$ cat config.mk
export PLATFORM = sky130hd
export DESIGN_NAME = fetch_stage
export DESIGN_NICKNAME = d
export VERILOG_FILES = /design/src/rtl/riscv_fetch_pkg.sv /design/src/rtl/fetch_fifo.sv /design/src/rtl/fetch_stage.sv
export SDC_FILE = /design/constraint.sdc
export NUM_CORES = 1
export LEC_CHECK = 0
export CORE_MARGIN = 3
export CORE_UTILIZATION = 45
export CTS_BUF_LIST = sky130_fd_sc_hd__clkbuf_4
export DETAILED_ROUTE_END_ITERATION = 16
export HOLD_SLACK_MARGIN = 0.02
export PLACE_DENSITY = 0.75
export SLEW_MARGIN = 20
export SYNTH_ARGS = -nofsm -noshare
export SYNTH_HDL_FRONTEND = slang
export SYNTH_SLANG_ARGS = --single-unit
$ cat constraint.sdc
create_clock -name clk -period 5.1 [get_ports clk]
set_input_delay 1.02 -clock clk [delete_from_list [all_inputs] [get_ports clk]]
set_output_delay 1.02 -clock clk [all_outputs]
set_load 0.03 [all_outputs]
$ cat src/rtl/riscv_fetch_pkg.sv
// Shared constants and types for the instruction-fetch stage.
package riscv_fetch_pkg;

    localparam int ADDR_W  = 6;
    localparam int INSTR_W = 32;
    localparam int DEPTH   = 2;

    localparam logic [6:0] OPC_JAL = 7'b1101111;

    typedef enum logic {
        RUN   = 1'b0,
        FLUSH = 1'b1
    } fetch_state_e;

endpackage

$ cat src/rtl/fetch_fifo.sv
// DEPTH-entry circular queue holding {instruction, address} pairs for decode.
module fetch_fifo #(
    parameter int DEPTH = 2,
    parameter int WIDTH = 38
) (
    input  logic                     clk,
    input  logic                     reset,
    input  logic                     push_i,
    input  logic                     pop_i,
    input  logic                     flush_i,
    input  logic [WIDTH-1:0]         wdata_i,
    output logic [WIDTH-1:0]         rdata_o,
    output logic                     full_o,
    output logic                     empty_o,
    output logic [$clog2(DEPTH):0]   count_o
);

    localparam int PTR_W = $clog2(DEPTH);

    logic [WIDTH-1:0] mem_q [DEPTH];
    logic [PTR_W-1:0] rd_ptr_q, rd_ptr_d;
    logic [PTR_W-1:0] wr_ptr_q, wr_ptr_d;
    logic [PTR_W:0]   count_q, count_d;
    logic             do_push, do_pop;

    assign full_o  = (count_q == (PTR_W+1)'(DEPTH));
    assign empty_o = (count_q == '0);
    assign count_o = count_q;
    assign rdata_o = mem_q[rd_ptr_q];

    // A push into a full queue is only accepted when the head leaves in the same cycle.
    assign do_pop  = pop_i & ~empty_o;
    assign do_push = push_i & (~full_o | do_pop);

    always_comb begin
        rd_ptr_d = rd_ptr_q;
        wr_ptr_d = wr_ptr_q;
        count_d  = count_q;
        if (flush_i) begin
            rd_ptr_d = '0;
            wr_ptr_d = '0;
            count_d  = '0;
        end else begin
            rd_ptr_d = rd_ptr_q + PTR_W'(do_pop);
            wr_ptr_d = wr_ptr_q + PTR_W'(do_push);
            count_d  = count_q + (PTR_W+1)'(do_push) - (PTR_W+1)'(do_pop);
        end
    end

    always_ff @(posedge clk or posedge reset) begin
        if (reset) begin
            rd_ptr_q <= '0;
            wr_ptr_q <= '0;
            count_q  <= '0;
        end else begin
            rd_ptr_q <= rd_ptr_d;
            wr_ptr_q <= wr_ptr_d;
            count_q  <= count_d;
        end
    end

    always_ff @(posedge clk) begin
        if (do_push && !flush_i) begin
            mem_q[wr_ptr_q] <= wdata_i;
        end
    end

endmodule

$ cat src/rtl/fetch_stage.sv
// Instruction-fetch stage: issues PC reads, queues returns, redirects on JAL.
// Optional perf counters are built only when FETCH_PERF_EN is defined.
module fetch_stage
    import riscv_fetch_pkg::*;
#(
    parameter int ADDR_W  = riscv_fetch_pkg::ADDR_W,
    parameter int INSTR_W = riscv_fetch_pkg::INSTR_W,
    parameter int DEPTH   = riscv_fetch_pkg::DEPTH
) (
    input  logic               clk,
    input  logic               reset,
    input  logic [ADDR_W-1:0]  pc_addr,
    output logic               pc_hold,
    output logic [ADDR_W-1:0]  jump_out,
    output logic               imem_en,
    output logic [ADDR_W-1:0]  imem_addr,
    input  logic [INSTR_W-1:0] imem_rdata,
    output logic               instr_valid,
    input  logic               instr_ready,
    output logic [INSTR_W-1:0] instr,
    output logic [ADDR_W-1:0]  instr_pc,
    output logic [15:0]        stall_cnt,
    output logic [15:0]        flush_cnt
);

    localparam int CNT_W   = $clog2(DEPTH) + 1;
    localparam int ENTRY_W = INSTR_W + ADDR_W;

    fetch_state_e       state_q;
    logic               boot_q;
    logic               inflight_q;
    logic [ADDR_W-1:0]  tag_q;
    logic [INSTR_W-1:0] last_instr_q;
    logic [ADDR_W-1:0]  last_pc_q;

    logic [ENTRY_W-1:0] head;
    logic [INSTR_W-1:0] head_instr;
    logic [ADDR_W-1:0]  head_pc;
    logic               fifo_full, fifo_empty;
    logic [CNT_W-1:0]   fifo_count;
    logic [CNT_W:0]     occupancy;
    logic               pop, push, jal_pop;

    assign head_instr = head[ENTRY_W-1:ADDR_W];
    assign head_pc    = head[ADDR_W-1:0];

    assign pop     = ~fifo_empty & instr_ready;
    assign jal_pop = pop & (head_instr[6:0] == OPC_JAL);

    // Entries already held plus the read still in flight, less what leaves now.
    assign occupancy = {1'b0, fifo_count} + (CNT_W+1)'(inflight_q) - (CNT_W+1)'(pop);
    assign pc_hold   = boot_q | (state_q == FLUSH) | (occupancy >= (CNT_W+1)'(DEPTH));

    // No issue on a JAL pop: that read would be wrong-path and land during FLUSH.
    assign imem_en   = (state_q == RUN) & ~pc_hold & ~jal_pop;
    assign imem_addr = imem_en ? pc_addr : '0;

    assign push     = inflight_q & ~jal_pop & (~fifo_full | pop);
    assign jump_out = jal_pop ? head_instr[27:22] : '0;

    assign instr_valid = ~fifo_empty;
    assign instr       = fifo_empty ? last_instr_q : head_instr;
    assign instr_pc    = fifo_empty ? last_pc_q : head_pc;

    fetch_fifo #(
        .DEPTH (DEPTH),
        .WIDTH (ENTRY_W)
    ) u_fifo (
        .clk     (clk),
        .reset   (reset),
        .push_i  (push),
        .pop_i   (pop),
        .flush_i (jal_pop),
        .wdata_i ({imem_rdata, tag_q}),
        .rdata_o (head),
        .full_o  (fifo_full),
        .empty_o (fifo_empty),
        .count_o (fifo_count)
    );

    always_ff @(posedge clk or posedge reset) begin
        if (reset) begin
            state_q      <= RUN;
            boot_q       <= 1'b1;
            inflight_q   <= 1'b0;
            last_instr_q <= '0;
            last_pc_q    <= '0;
        end else begin
            boot_q     <= 1'b0;
            inflight_q <= imem_en;
            case (state_q)
                RUN:     if (jal_pop) state_q <= FLUSH;
                FLUSH:   state_q <= RUN;
                default: state_q <= RUN;
            endcase
            if (pop) begin
                last_instr_q <= head_instr;
                last_pc_q    <= head_pc;
            end
        end
    end

    always_ff @(posedge clk) begin
        if (imem_en) begin
            tag_q <= pc_addr;
        end
    end

`ifdef FETCH_PERF_EN
    logic [15:0] stall_q, flush_q;

    always_ff @(posedge clk or posedge reset) begin
        if (reset) begin
            stall_q <= '0;
            flush_q <= '0;
        end else begin
            if (pc_hold && (stall_q != 16'hFFFF)) stall_q <= stall_q + 16'd1;
            if (jal_pop && (flush_q != 16'hFFFF)) flush_q <= flush_q + 16'd1;
        end
    end

    assign stall_cnt = stall_q;
    assign flush_cnt = flush_q;
`else
    assign stall_cnt = '0;
    assign flush_cnt = '0;
`endif

endmodule

==> results.tsv <==
stage	metric	value	unit
sta	total setup violations reported at the end of the flow	0	
synthesis	Yosys cell types	35	
clock_tree	number of instances resized during post-cts repair	0	
drt	via count of the routed design	3339	
clock_tree	Skew-Pair Late Insertion Delay	0.51	ns
finish	area occupied by multi-input gates	1490	um^2
drt	DRC violation count after routing	0	
drt	number of vias per cell	4.932	
placement	count of buffers inserted at the top-level ports	93	
placement	gp weighted congestion	0.7391	
power_and_ir_drop	cell leakage power	0.002640	uW
sta	fmax	208.9	MHz
synthesis	netlist area before placement	5305	um^2
power_and_ir_drop	PwrDens	644.3	nW/um^2
synthesis	proportion of synthesized chip area in sequential cells	0.6767	
finish	share of layout cells above drive strength 1	0.1032	
sta	clock skew after layout	0.01978	ns
floorplanning	height of the die	114.6	um
finish	growth of design area from synthesis to finish	24.13	%
synthesis	ys async rst share	0.3543	
worst_setup_path	kind of start point of the critical path	primary input	
synthesis	number of synthesized flops with an enable pin	82	
power_and_ir_drop	highest ir drop seen on vdd	305.5	uV
finish	most common cell after layout, fill and taps aside	sky130_fd_sc_hd__clkdlybuf4s50_1	
global_routing	number of antenna violations at the first check in global routing	1	
sta	final critical path time including I/O delays and setup	4.787	ns
floorplanning	starting density of the core	0.4626	
clock_tree	H-tree lvl count	4	
placement	dpl hpwl	6.760	mm
worst_setup_path	CP arrival	3.77	ns
global_routing	pin count of the biggest net entering global routing	78	
floorplanning	die boundary width	114.6	um
worst_setup_path	data required time at the worst endpoint	4.08	ns
sta	count of final max-slew check failures	0	
run	Max Cap Viol	0	
drt	1st-pass router iterations	4	
drt	per-cell routed wire length	15.37	um
min_path	worst hold path type	reg2reg	
global_routing	combined global-route utilization of all metal layers	0.1732	
floorplanning	Std-Cell Rows	39	
drt	sum of routed wire length over all layers	10.41	mm
synthesis	number of storage elements in the synthesis netlist	127	
sta	post-route fraction of the period consumed by the critical path	0.9386	
drt	antenna-violating nets left	0	
global_routing	vias in the first global route	3488	
drt	number of violations reported at the end of detailed-routing iteration 0	218	
clock_tree	buffer type at the clock tree root	sky130_fd_sc_hd__clkbuf_4	
finish	number of filler instances in the final layout	917	
finish	Nets	564	
sta	setup repair after global routing missed its margin	no	
run_status	outcome	complete, no violations	
floorplanning	I/O pin total	126	
synthesis	Synth Flop Type	sky130_fd_sc_hd__edfxtp_1	
global_routing	wire length of the first global-routing pass	17.23	mm
clock_tree	cts bufs inserted	17	
clock_tree	# Post-CTS Setup Buffers	0	
sta	Total Neg Setup Slack	0	ns
finish	most frequent cells in the layout	86 x sky130_fd_sc_hd__clkdlybuf4s50_1, 82 x sky130_fd_sc_hd__edfxtp_1, 50 x sky130_fd_sc_hd__nor2_1, 43 x sky130_fd_sc_hd__dfrtp_1, 41 x sky130_fd_sc_hd__nand2_1	
floorplanning	die area	13130	um^2
clock_tree	number of sinks handled by clock tree synthesis	127	
clock_tree	CTS clock-pin slew for the worst setup and hold paths	0.11	ns
worst_setup_path	capturing element type of the critical path	output pin	
worst_setup_path	Setup CP Type	in2out	
sta	count of final hold-check violations	0	
sta	tightest slew margin relative to the limit	0.4230	
power_and_ir_drop	power after layout	4242	uW
synthesis	post-synthesis instance total	424	
global_routing	gr ovfl total	0	
synthesis	count of synthesis-stage warnings from yosys	0	
finish	flip-flop and latch area	3591	um^2
clock_tree	CTS max path bufs	2	
synthesis	Post-Syn Area per Cell	12.51	um^2
finish	post-layout utilization of the core	0.5743	
sta	Least-Margin Pin Slew	0.8564	ns
worst_setup_path	Critical Path Fanout Max	7	
clock_tree	# hold bufs at CTS	0	
clock_tree	clock tree from TritonCTS	done	
floorplanning	CORE AREA	11470	um^2
[state kept, by name, indices dropped and copies added (netlist names), 2 cells and up]
signal	count
last_pc_q	6
last_instr_q	32
u_fifo.mem_q	76
tag_q	6
u_fifo.count_o	2
[cell type report]
class | count | share of cell area
multi-input combinational | 269 | 0.2263
sequential | 127 | 0.5453
timing repair buffer | 100 | 0.1467
tap | 143 | 0.02717
inverter | 5 | 0.003230
antenna | 1 | 0.0003800
clock buffer | 17 | 0.01938
clock inverter | 15 | 0.03154
[where the power goes]
part	switching, uW	internal (uW)
registers	153	1370
logic	1180	745
clock network	395	397
[worst max-delay path: stages]
cell                              delay (ns)
sky130_fd_sc_hd__clkdlybuf4s50_1        0.46
sky130_fd_sc_hd__nand2_2                0.11
sky130_fd_sc_hd__clkinv_2               0.08
sky130_fd_sc_hd__ha_1                   0.27
sky130_fd_sc_hd__inv_1                  0.08
sky130_fd_sc_hd__nand2_1                0.07
sky130_fd_sc_hd__fa_1                   0.40
sky130_fd_sc_hd__xor2_1                 0.16
sky130_fd_sc_hd__nor4b_1                0.28
sky130_fd_sc_hd__buf_4                  0.20
sky130_fd_sc_hd__inv_1                  0.05
sky130_fd_sc_hd__clkdlybuf4s50_1        0.59
[metal layers]
layer / wire length [um] / vias to the layer above / part of all wire / track usage
li1: - / 1622 / - / -
met1: 4344 / 1598 / 0.42 / 0.2100
met2: 5282 / 103 / 0.51 / 0.2887
met3: 588 / 16 / 0.057 / 0.05180
met4: 191 / 0 / 0.018 / 0.07126
met5: 0 / - / 0 / 0
[path summary, 6_finish.rpt]
kind,start,to,slack (ns),cells past startpoint
max in group asynchronous,reset,u_fifo.rd_ptr_q,3.59,2
worst min register to register,state_q,state_q,0.46,1
worst max-delay path,instr_ready,pc_hold,0.31,12
worst min-delay path,state_q,state_q,0.46,1
min in group asynchronous,reset,u_fifo.count_o[0],0.97,2
worst max register to register,u_fifo.count_o[1],tag_q[2],2.01,13
[cell usage after synthesis (2+ instances only)]
cell type                  number  area share
sky130_fd_sc_hd__clkbuf_1      11      0.0078
sky130_fd_sc_hd__nand2_1       41       0.029
sky130_fd_sc_hd__mux2i_1       36       0.068
sky130_fd_sc_hd__buf_2          8      0.0075
sky130_fd_sc_hd__dfrtp_1       44        0.21
sky130_fd_sc_hd__and3_1         7      0.0083
sky130_fd_sc_hd__nor2b_1        3      0.0035
sky130_fd_sc_hd__inv_1          4      0.0028
sky130_fd_sc_hd__buf_1          2      0.0014
sky130_fd_sc_hd__ha_1           2      0.0047
sky130_fd_sc_hd__o21ai_0       38       0.036
sky130_fd_sc_hd__edfxtp_1      82        0.46
sky130_fd_sc_hd__xor2_1         3      0.0050
sky130_fd_sc_hd__a21oi_1       40       0.038
sky130_fd_sc_hd__xnor2_1        2      0.0033
sky130_fd_sc_hd__buf_4         33       0.047
sky130_fd_sc_hd__nor2_1        50       0.035
[through the flow]
step / worst slack, ns / instances / cell area [um^2] / hold slack [ns]
2_1_floorplan: 0.4281 / 456 / 5425 / 0.4025
3_3_place_gp: 0.3359 / 644 / 6233 / 0.4207
3_5_place_dp: 0.2993 / 644 / 6246 / 0.4349
4_1_cts: 0.3024 / 676 / 6581 / 0.4597
5_1_grt: 0.07797 / 677 / 6585 / 0.4878
6_report: 0.3130 / 677 / 6585 / 0.4569
[kinds of logic after synthesis]
logic type | Yosys count | share of synthesized area
fa+ha+maj | 3 | 0.008490
compound gates | 80 | 0.07830
mux | 36 | 0.06793
other cells | 1 | 0.0007069
flops | 127 | 0.6767
xor+xnor | 5 | 0.008256
buf+inv | 60 | 0.06934
simple gates | 112 | 0.09033
No activity file was read; power rests on OpenSTA's default activity.
==> variant 1: new RTL, same settings <==
`DEPTH` is set to 2 in 2 places; all go to 8.
--- a/src/rtl/riscv_fetch_pkg.sv
+++ b/src/rtl/riscv_fetch_pkg.sv
@@ -4,5 +4,5 @@
     localparam int ADDR_W  = 6;
     localparam int INSTR_W = 32;
-    localparam int DEPTH   = 2;
+    localparam int DEPTH   = 8;
 
     localparam logic [6:0] OPC_JAL = 7'b1101111;
--- a/src/rtl/fetch_fifo.sv
+++ b/src/rtl/fetch_fifo.sv
@@ -1,5 +1,5 @@
 // DEPTH-entry circular queue holding {instruction, address} pairs for decode.
 module fetch_fifo #(
-    parameter int DEPTH = 2,
+    parameter int DEPTH = 8,
     parameter int WIDTH = 38
 ) (
Check against the original RTL: not equivalent (a bounded check fails within 4 cycles, from zero or initial values and one cycle with reset high).
==> variant 1 against the unedited design <==
  * Total power increased by 140%
  * Sequential cell count increased by 234
  * Count of clock-buffer cells in the layout increased by 127
  * Maximum frequency decreased by 1.5%
  * Routed wire length increased to 2.7 times the old value
  * Critical path type is now reg2out
  * Sequential power increased to 2.6 times the old value
  * Cell area increased to 2.6 times the old value
  * Via count increased by 130%
  * Setup slack got worse by 0.072 ns
  * Register-to-register slack got worse by 0.77 ns
  * Sequential share of layout area increased by 7.5 points
  * Synthesized area increased to 2.7 times the old value
==> variant 1: results (changes against the unedited design) <==
* Outcome: finished clean (unchanged)
* Non-Clock Buffer Area Fraction at 0.0664 (was 0.147)
* Switching Share at 0.341 (was 0.407)
* Post-synth EDFFs at 310 (was 82)
* Largest cells by area after synthesis: edfxtp_1 (64%), mux4_2 (12%), dfrtp_1 (8.7%), mux2i_1 (2.6%), buf_4 (1.8%) (was edfxtp_1 (46%), dfrtp_1 (21%), mux2i_1 (6.8%), buf_4 (4.7%), a21oi_1 (3.8%))
* Pre-CTS WS at 0.382 ns (was 0.299 ns)
* Final wirelength at 28600 µm (was 10400 µm)
* Clock-cell share at 0.0737 (was 0.0509)
* WL per Instance at 20.0 µm (was 15.4 µm)
* DRT Pass-1 Iters at 5 (was 4)
* Post-synthesis xor/xnor area fraction at 0.00303 (was 0.00825)
* Final min period at 4.86 ns (was 4.79 ns)
* Non-clock buffers at 123 (was 100)
* Compound-Gate Fraction of Synth Area at 0.0291 (was 0.0783)
* Arrival @ worst endpoint at 3.84 ns (was 3.77 ns)
* Post-synthesis mux area share at 0.145 (was 0.0679)
* Netlist cell types at 34 (was 35)
* Skew final at 0.0421 ns (was 0.0198 ns)
* CTS Buf Count at 89 (was 17)
* Overall routing resource usage at 0.174 (was 0.173)
* Layout fillers at 2382 (was 917)
* Layout clock buffers at 144 (was 17)
* Vias in the first global route at 7999 (was 3488)
* Crit-path max FO at 8 (was 7)
* Multi-input logic area at 3560 µm² (was 1490 µm²)
* Fraction of layout cells with a size suffix above 1 at 0.277 (was 0.103)
* Register share of the cell area at 0.620 (was 0.545)
* Initial antenna violation count at 2 (was 1)
* Async set-reset flop share out of synthesis at 0.141 (was 0.354)
* # diodes at 2 (was 1)
* Max-slew headroom at 0.345 (was 0.423)
* Synthesized flop and latch total at 361 (was 127)
* Static Leak at 6.11 nW (was 2.64 nW)
* Clock buffer depth at 3 (was 2)
* Sequential fraction of the synthesis area at 0.733 (was 0.677)
* Detail Placement HPWL at 17200 µm (was 6760 µm)
* Mean Syn Cell Area at 18.3 µm² (was 12.5 µm²)
* Placed Cells at 1265 (was 644)
* Largest regs: u_fifo.mem_q (304), last_instr_q (32) (was u_fifo.mem_q (76), last_instr_q (32))
* Final net count at 1017 (was 564)
* Top cells by count, synth: edfxtp_1 (310), mux4_2 (76), dfrtp_1 (50) (was edfxtp_1 (82), nor2_1 (50), dfrtp_1 (44))
* Post-Synth Adder-Cell Area at 0.0140 (was 0.00849)
* Worst-Skew Late Latency at 0.72 ns (was 0.51 ns)
* Clock transition at path regs at 0.06 ns (was 0.11 ns)
==> variant 1: changes by cell type in the layout (fill, tap and decap cells not counted), sizes merged, moves of 5 or more <==
| cell | before | now |
|---|---|---|
| nor4 | 0 | 5 |
| mux4 | 0 | 76 |
| dfrtp | 44 | 50 |
| nor2b | 3 | 13 |
| ha | 2 | 13 |
| buf | 14 | 44 |
| and3 | 7 | 0 |
| clkdlybuf4s50 | 86 | 79 |
| edfxtp | 82 | 310 |
| clkbuf | 17 | 144 |
| clkinv | 5 | 14 |
| nor3b | 1 | 6 |
==> variant 1: power groups by stage <==
stage	sequential, mW	combinational [mW]	clock (mW)
5_1_grt	4.09	3.96	2.80
2_1_floorplan	3.86	2.64	0
4_1_cts	4.04	3.72	2.64
3_3_place_gp	4.07	3.66	0
6_report	4.03	3.66	2.57
3_5_place_dp	4.10	3.71	0
==> variant 1: layer usage <==
layer	up-vias	part of all wire	track usage
met5	-	0	0
met4	0	0.021	0.0678
met3	41	0.057	0.0381
met2	248	0.50	0.284
met1	3831	0.42	0.230
li1	3423	-	-
==> variant 1: stage by stage <==
stage	cell area (µm²)	total power [mW]
after global placement	15800	7.74
after detailed placement	15800	7.81
after global routing	17100	10.8
after CTS	17100	10.4
final	17100	10.3
after floorplan	14600	6.50
==> variant 1: worst max-delay path: stages (launching register included) <==
cell	delay, ns
dfrtp_1	0.38
inv_1	0.11
ha_1	0.16
or3b_4	0.39
nand2_2	0.11
inv_2	0.06
ha_1	0.26
inv_1	0.08
ha_1	0.16
inv_1	0.05
fa_1	0.34
nand2b_1	0.15
a21oi_1	0.15
or3_1	0.12
nand4_1	0.09
buf_4	0.17
nor3b_1	0.19
buf_4	0.20
==> variant 1: path summary, 6_finish.rpt <==
check | from | end | slack (ns) | cells after the start
worst max-delay path | u_fifo.count_o[2]$_DFF_PP0_ | imem_addr[1] | 0.24 | 17
worst min-delay path | state_q$_DFF_PP0_ | state_q$_DFF_PP0_ | 0.43 | 1
worst max register to register | u_fifo.rd_ptr_q[0]$_DFF_PP0_ | u_fifo.mem_q[1][28]$_DFFE_PP_ | 1.24 | 7
worst min register to register | state_q$_DFF_PP0_ | state_q$_DFF_PP0_ | 0.43 | 1
max in group asynchronous | reset | last_instr_q[23]$_DFFE_PP0P_ | 3.50 | 3
min in group asynchronous | reset | last_pc_q[0]$_DFFE_PP0P_ | 0.73 | 2
==> variant 1: what timing repair did <==
| action | in CTS | in global routing |
|---|---|---|
| endpoints found under the setup margin | 0 | 7 |
| setup buffers | 0 | 1 |
| hold buffers | 0 | 0 |
==> variant 2: new RTL, same flow settings <==
Without the edit above. Build with the macro `FETCH_PERF_EN` defined.
--- a/src/rtl/fetch_stage.sv
+++ b/src/rtl/fetch_stage.sv
@@ -1,4 +1,6 @@
 // Instruction-fetch stage: issues PC reads, queues returns, redirects on JAL.
 // Optional perf counters are built only when FETCH_PERF_EN is defined.
+`define FETCH_PERF_EN
+
 module fetch_stage
     import riscv_fetch_pkg::*;
Formal check against the unedited RTL: not equivalent (Yosys sat finds a counterexample within 4 cycles, from zero or initial values and one cycle with reset high).
==> variant 2 against the unedited design <==
  * Routed wire length increased by 28%
  * Total power increased by 12%
  * Synthesized area increased by 24%
  * Clock power shrank 10%
  * Cell area rose by 25%
  * Combinational power rose by 11%
  * Maximum frequency rose by 1.3%
  * Clock skew shrank 0.0070 ns
  * Utilization up 1.2 points
  * Die area up 23%
  * Setup slack gained 0.063 ns
  * Sequential cell count rose by 32
==> variant 2: results (changes against the unedited design) <==
* Outcome: finished clean (unchanged)
* Worst reg2reg setup slack at 1.89 ns (was 2.01 ns)
* WL per Instance at 16.0 µm (was 15.4 µm)
* Switching Share at 0.401 (was 0.407)
* Hold_ws at 0.447 ns (was 0.457 ns)
* Syn Inst Count at 519 (was 424)
* Skew final at 0.0128 ns (was 0.0198 ns)
* Fraction of layout cells with a size suffix above 1 at 0.0928 (was 0.103)
* Largest delay share family, worst path: simple AND/OR/NAND/NOR gates (was buffers and inverters)
* Max stage delay on crit path at 0.54 ns (was 0.59 ns)
* Arrival @ worst endpoint at 3.70 ns (was 3.77 ns)
* Post-Synth Adder-Cell Area at 0.0106 (was 0.00849)
* Worst vdd ir at 0.372 mV (was 0.305 mV)
* Port Buffers at 125 (was 93)
* Netlist cell types at 45 (was 35)
* Post-DP Area at 7990 µm² (was 6250 µm²)
* Crit-path max FO at 14 (was 7)
* Total number of vias at 4295 (was 3339)
* Final net count at 690 (was 564)
* DR WL met3 at 602 µm (was 588 µm)
* Compound-Gate Fraction of Synth Area at 0.0716 (was 0.0783)
* First-pass GRT wire length at 21900 µm (was 17200 µm)
* Internal at 2.83 mW (was 2.52 mW)
* Final period util at 0.926 (was 0.939)
* M1 WL at 5760 µm (was 4340 µm)
variant 2: cell count changes after synthesis, sizes merged, moves of 8 or more:
cell and change:
nand2 +8, and2 +11, buf -32, nand3 +13, xnor2 +12, dfrtp +32
xor2 +17
variant 2: worst paths after layout:
check                                          start                      endpoint  cells past startpoint
max                                      instr_ready                  imem_addr[4]                     12
min                                state_q$_DFF_PP0_             state_q$_DFF_PP0_                      1
max reg2reg                u_fifo.rd_ptr_q$_DFF_PP0_  u_fifo.mem_q[0][3]$_DFFE_PP_                      6
min reg2reg                        state_q$_DFF_PP0_             state_q$_DFF_PP0_                      1
max in group asynchronous                      reset              boot_q$_DFF_PP1_                      3
min in group asynchronous                      reset   last_instr_q[8]$_DFFE_PP0P_                      2
variant 2: cell families (layout without fill, tap and decap cells):
family / count (synthesis) / after routing
XOR/XNOR: 34 / 34
flip-flops: 159 / 159
adder cells (fa/ha/maj): 5 / 5
AND/OR/NAND/NOR: 166 / 166
multiplexers: 40 / 40
other: 1 / 2
AO/OA/AOI/OAI: 85 / 85
buffers and inverters: 29 / 167
variant 2: metal layers:
layer / global-route usage / up-vias
met4: 0.0864 / 0
met5: 0 / -
met1: 0.213 / 2092
met2: 0.289 / 99
met3: 0.0435 / 22
li1: - / 2082
variant 2: area by class of cell:
type | instances | area [µm²]
Fill cell | 1145 | 5830
Sequential cell | 159 | 4390
Multi-Input combinational cell | 331 | 2080
Timing Repair Buffer | 131 | 1280
Tap cell | 180 | 225
Clock buffer | 23 | 173
Clock inverter | 9 | 93.8
Inverter | 4 | 16.3
Antenna cell | 1 | 2.50
